**src/rtl/layer1_pkg.sv**
```systemverilog
// Shared widths and types for the first classifier layer.
package layer1_pkg;

  localparam int unsigned W_SIZE   = 8;
  localparam int unsigned ACC_SIZE = 2 * W_SIZE;
  localparam int unsigned N_LANES  = 5;

  typedef logic signed [W_SIZE-1:0]   weight_t;
  typedef logic signed [ACC_SIZE-1:0] acc_t;

endpackage

```
**src/rtl/layer1_mac_lane.sv**
```systemverilog
// One signed multiply-accumulate lane gated by a binary pixel.
module layer1_mac_lane
  import layer1_pkg::*;
#(
  parameter int unsigned Size = W_SIZE
) (
  input  logic                       clk,
  input  logic                       reset,
  input  logic signed [Size-1:0]     weight,
  input  logic                       mask,
  input  logic                       en,
  input  logic                       start,
  output logic signed [2*Size-1:0]   acc
);

  logic signed [2*Size-1:0] prod;
  logic signed [2*Size-1:0] base;
  logic signed [2*Size-1:0] acc_d;
  logic signed [2*Size-1:0] acc_q;

  // Gate the sign-extended weight by the pixel; the first step of a frame discards the old sum.
  always_comb begin
    prod  = '0;
    base  = acc_q;
    acc_d = acc_q;
    if (mask) begin
      prod = {{Size{weight[Size-1]}}, weight};
    end
    if (start) begin
      base = '0;
    end
    if (en) begin
      acc_d = base + prod;
    end
  end

  // Accumulator register; wraps modulo 2^(2*Size).
  always_ff @(posedge clk or negedge reset) begin
    if (!reset) begin
      acc_q <= '0;
    end else begin
      acc_q <= acc_d;
    end
  end

  assign acc = acc_q;

endmodule

```
**src/rtl/layer1_5_multiply.sv**
```systemverilog
// Five-lane first-layer MAC engine with frame start/end detection.
module layer1_5_multiply
  import layer1_pkg::*;
#(
  parameter int unsigned SIZE = W_SIZE
) (
  input  logic                     clk,
  input  logic                     reset,
  input  logic signed [SIZE-1:0]   vector_input_1,
  input  logic signed [SIZE-1:0]   vector_input_2,
  input  logic signed [SIZE-1:0]   vector_input_3,
  input  logic signed [SIZE-1:0]   vector_input_4,
  input  logic signed [SIZE-1:0]   vector_input_5,
  input  logic                     mask_input,
  input  logic                     load,
  input  logic                     accumulate,
  output logic signed [2*SIZE-1:0] accumulate_1,
  output logic signed [2*SIZE-1:0] accumulate_2,
  output logic signed [2*SIZE-1:0] accumulate_3,
  output logic signed [2*SIZE-1:0] accumulate_4,
  output logic signed [2*SIZE-1:0] accumulate_5,
  output logic                     accumulate_signal
);

  logic signed [SIZE-1:0]   weights [N_LANES];
  logic signed [2*SIZE-1:0] sums    [N_LANES];

  logic acc_prev_d, acc_prev_q;
  logic eof_d, eof_q;
  logic start;
  logic step_en;

  assign weights[0] = vector_input_1;
  assign weights[1] = vector_input_2;
  assign weights[2] = vector_input_3;
  assign weights[3] = vector_input_4;
  assign weights[4] = vector_input_5;

  // Frame control: rising accumulate starts a frame, falling accumulate pulses end-of-frame.
  always_comb begin
    acc_prev_d = accumulate;
    start      = accumulate & ~acc_prev_q;
    step_en    = load & accumulate;
    eof_d      = acc_prev_q & ~accumulate;
  end

  // Frame-control registers.
  always_ff @(posedge clk or negedge reset) begin
    if (!reset) begin
      acc_prev_q <= 1'b0;
      eof_q      <= 1'b0;
    end else begin
      acc_prev_q <= acc_prev_d;
      eof_q      <= eof_d;
    end
  end

  for (genvar k = 0; k < N_LANES; k++) begin : g_lane
    layer1_mac_lane #(
      .Size (SIZE)
    ) u_lane (
      .clk    (clk),
      .reset  (reset),
      .weight (weights[k]),
      .mask   (mask_input),
      .en     (step_en),
      .start  (start),
      .acc    (sums[k])
    );
  end

  assign accumulate_1      = sums[0];
  assign accumulate_2      = sums[1];
  assign accumulate_3      = sums[2];
  assign accumulate_4      = sums[3];
  assign accumulate_5      = sums[4];
  assign accumulate_signal = eof_q;

endmodule

```
**config.mk**
```make
export PLATFORM = sky130hd
export DESIGN_NAME = layer1_5_multiply
export DESIGN_NICKNAME = d
export VERILOG_FILES = /design/src/rtl/layer1_pkg.sv /design/src/rtl/layer1_mac_lane.sv /design/src/rtl/layer1_5_multiply.sv
export SDC_FILE = /design/constraint.sdc
export NUM_CORES = 1
export LEC_CHECK = 0
export ABC_AREA = 0
export CORE_ASPECT_RATIO = 0.9
export CORE_MARGIN = 8
export CORE_UTILIZATION = 50
export CTS_BUF_LIST = sky130_fd_sc_hd__clkbuf_4
export DETAILED_ROUTE_END_ITERATION = 10
export PLACE_DENSITY = 0.76
export SYNTH_ARGS = -nofsm -noshare
export SYNTH_HDL_FRONTEND = slang
export SYNTH_SLANG_ARGS = --single-unit
```
**constraint.sdc**
```tcl
create_clock -name clk -period 3.3 [get_ports clk]
set_input_delay 0.66 -clock clk [delete_from_list [all_inputs] [get_ports clk]]
set_output_delay 0.66 -clock clk [all_outputs]
set_load 0.01 [all_outputs]
```
==> flow_summary.ini <==
[critical_path]
worst_ep_arrival_time_ps = 3560
cp-end-kind = flop
crit_path_max_incr_delay_ps = 540
required_ps = 3650
critPathMaxFanout = 24
critPathKind = input port to flop
crit_top_cell = a21oi_1
crit_chain = clkdlybuf4s50_1, nand2b_4, buf_12, and2_1, ha_1, fa_1, a21o_1, a21oi_1, o211ai_1, a31o_2, a21oi_1, xor2_1, o21ai_1
crit_family = compound AO/OA/AOI/OAI gates
crit_slowest_cell = clkdlybuf4s50_1
critPathBufInv = 2
critPathLaunchType = input port

[yosys]
synth_warnings = 0
ys_seq_area_share_pct = 28.33
async_flop_share_pct = 100.0
synth_cells = 887
synth-main-ff-cell = dfrtp_1
ys_ff_latch = 82
synth_edf_count = 0
syn-cell-area_sq_um = 7242
synth.net_count = 1012
yosysUniqueCellTypes = 63
syn_area_per_cell_sq_um = 8.165

[job]
cap_viol_max_count = 0

[route]
vias_per_cell = 5.417
drt-initial-drc-count = 394
wirelength_um = 21100
route.detailed.drc = 0
wl_per_cell_um = 15.42
firstDrtPassIters = 5
vias = 7410
antenna_left = 0

[grt]
grt_start_max_net_pins = 83
grt_antenna_before_repair = 0
grt_pass1_wl_um = 34910
grt_pass1_vias = 7195
track_usage_pct = 23.02
overflow = 0

[cts]
cts.sinks = 82
clkSlewWorstSetupHoldPaths_ps = 140
cts_tree = done
clockBufferDepth = 2
cts_max_level = 3
clk_latency_ps = 460
cts-root-buf = clkbuf_4
cts_made_buffers = 9
post-cts-setup-buffer-count = 0

[layout]
drive_gt1_share_pct = 18.30
syn_to_final_growth_pct = 40.88
finalNonFillerCells = 1368
antenna_cells = 0
fillers = 1161
fin_nets = 1295

[placement]
dp_hpwl_um = 16400
dpl.cell_count = 1352
port_buffers = 125
place_congestion = 0.8722

[die]
dieHeight_um = 130.2
initial_core_util_pct = 51.33
die-width_um = 142.9
core_area_sq_um = 14110
die-area_sq_um = 18600
rows = 41
ios = 126

[sta]
hold_ws_ps = 191.9
fin_crit_ps = 3207
final.period_utilization_pct = 97.19
slew_viol_final = 0
final.setup_skew_ps = 10.53
slew_headroom_pct = 62.20
setup_violations = 0
max_freq_ghz = 0.3118
final_hold_viol_count = 0
tightest_slew_ps = 567.0

[power]
power.density_nw_per_um2 = 580.3
vdd_ir_drop_max_uv = 447.9
power_leakage_uw = 0.004969

[outcome]
status = completed

[worst_hold_path]
hp-class = input port to async pin
[per-layer routing]
layer	vias to the layer above	global-route usage (%)	share of wire, %
met4	0	4.744	0.70
met1	3504	30.28	46
met3	12	4.454	6.2
met2	190	38.67	47
met5	-	0	0
li1	3704	-	-
[through the flow]
stage / setup slack, ps / total power [uW] / instance area (sq um) / utilization, % / TNS (ps)
floorplan: 15.19 / 3457 / 7249 / - / 0
global placement: -385.3 / 5200 / 10040 / 71.14 / -9399
detailed placement: -456.1 / 5287 / 10040 / 71.14 / -12000
CTS: 60.63 / 5943 / 10170 / 72.08 / 0
global route: -3.653 / 6389 / 10200 / 72.32 / -3.653
finish: 92.62 / 5920 / 10200 / 72.32 / 0
[registers in the layout, indices dropped and copies added, names as in the netlist]
register and flops:
g_lane.u_lane.acc 80, acc_prev_q 1, accumulate_signal 1
[final timing paths]
check / end / start / slack [ps] / depth (start not counted)
worst min-delay path: g_lane[1].u_lane.acc[14]$_DFFE_PN0P_ / reset / 190 / 2
worst min register to register: g_lane[0].u_lane.acc[8]$_DFFE_PN0P_ / g_lane[0].u_lane.acc[8]$_DFFE_PN0P_ / 510 / 2
worst max-delay path: g_lane[4].u_lane.acc[10]$_DFFE_PN0P_ / accumulate / 90 / 13
min in group clk: g_lane[0].u_lane.acc[8]$_DFFE_PN0P_ / g_lane[0].u_lane.acc[8]$_DFFE_PN0P_ / 510 / 2
max in group asynchronous: g_lane[4].u_lane.acc[6]$_DFFE_PN0P_ / reset / 2720 / 2
worst max register to register: g_lane[4].u_lane.acc[10]$_DFFE_PN0P_ / acc_prev_q$_DFF_PN0_ / 300 / 12
[what timing repair did]
action | CTS | global route
setup endpoints to repair | 0 | 14
gates resized for setup | 0 | 8
hold buffers | 0 | 0
[worst reg2reg max path, cell delays in order (launching register included)]
cell	delay [ps]
dfrtp_1	440
nand2b_4	210
buf_12	180
and2_1	170
ha_1	220
fa_1	410
a21o_1	190
a21oi_1	190
o211ai_1	160
a31o_2	270
a21oi_1	200
xor2_1	180
o21ai_1	70
[cell usage in the layout (no fill, tap or decap), drive strengths merged, types with 4 or more instances in the layout]
| cell type | n |
|---|---|
| fa | 5 |
| mux2i | 5 |
| o21a | 11 |
| nand3 | 11 |
| clkdlybuf4s50 | 124 |
| xor2 | 25 |
| or3 | 5 |
| o31ai | 6 |
| o21ai | 90 |
| clkbuf | 10 |
| a21oi | 55 |
| nor2b | 6 |
| nor3 | 11 |
| a31oi | 8 |
| inv | 24 |
| a2111oi | 5 |
| nand2b | 5 |
| ha | 75 |
| o21bai | 11 |
| and2 | 117 |
| a211oi | 11 |
| a21o | 24 |
| o211ai | 4 |
| clkinv | 5 |
| nand2 | 126 |
| and3 | 6 |
| nor2 | 39 |
| dfrtp | 82 |
| o22ai | 4 |
| nand4 | 6 |
| xnor2 | 33 |
| buf | 184 |
[logic make-up after synthesis]
group,synth area share (%)
simple gates,23.89
xor+xnor,7.015
flops,28.33
mux,0.6911
compound gates,22.60
fa+ha+maj,14.34
buf+inv,3.127
[cells in the mapped netlist (all sizes together) (2+ instances only)]
library cell	count	share of area [%]
clkbuf	30	1.6
nand4	6	0.52
a31oi	8	0.78
or2	2	0.17
o21a	11	1.2
a21oi	55	3.9
fa	5	1.4
a221oi	2	0.24
a21o	24	2.5
a211o	3	0.36
o22ai	4	0.35
xor2	25	3.0
nand2b	5	0.43
mux2i	5	0.69
a2111oi	5	0.60
a311oi	3	0.36
nor3b	3	0.31
xnor2	33	4.0
a211oi	11	1.1
buf	6	0.33
and2	117	10
a2bb2oi	2	0.24
a22o	2	0.24
o221a	2	0.31
nor2	39	2.0
a21boi	2	0.21
or3	5	0.43
inv	24	1.2
nor4b	3	0.36
nand3	11	0.76
o221ai	2	0.24
o31ai	6	0.81
ha	75	13
nand2	126	6.5
nor3	11	0.76
nor2b	6	0.52
o21ai	90	6.2
o41ai	2	0.24
dfrtp	82	28
and3	6	0.52
o21bai	11	1.1
o211ai	4	0.41
[final cells by class]
cell class	instances	area, sq um	share of cell area, %
clock inverter	6	57.56	0.5641
sequential	82	2052	20.11
inverter	24	90.09	0.8830
timing repair buffer	308	2673	26.20
clock buffer	10	75.07	0.7358
tap	193	241.5	2.367
multi-input combinational	745	5014	49.14
[report_power, final]
group | switching, uW | total, uW | internal (uW)
Combinational | 1650 | 3670 | 2010
Sequential | 295 | 1640 | 1340
Clock | 383 | 617 | 235
Total | 2330 | 5920 | 3590
(Power assumes the default switching activity.)
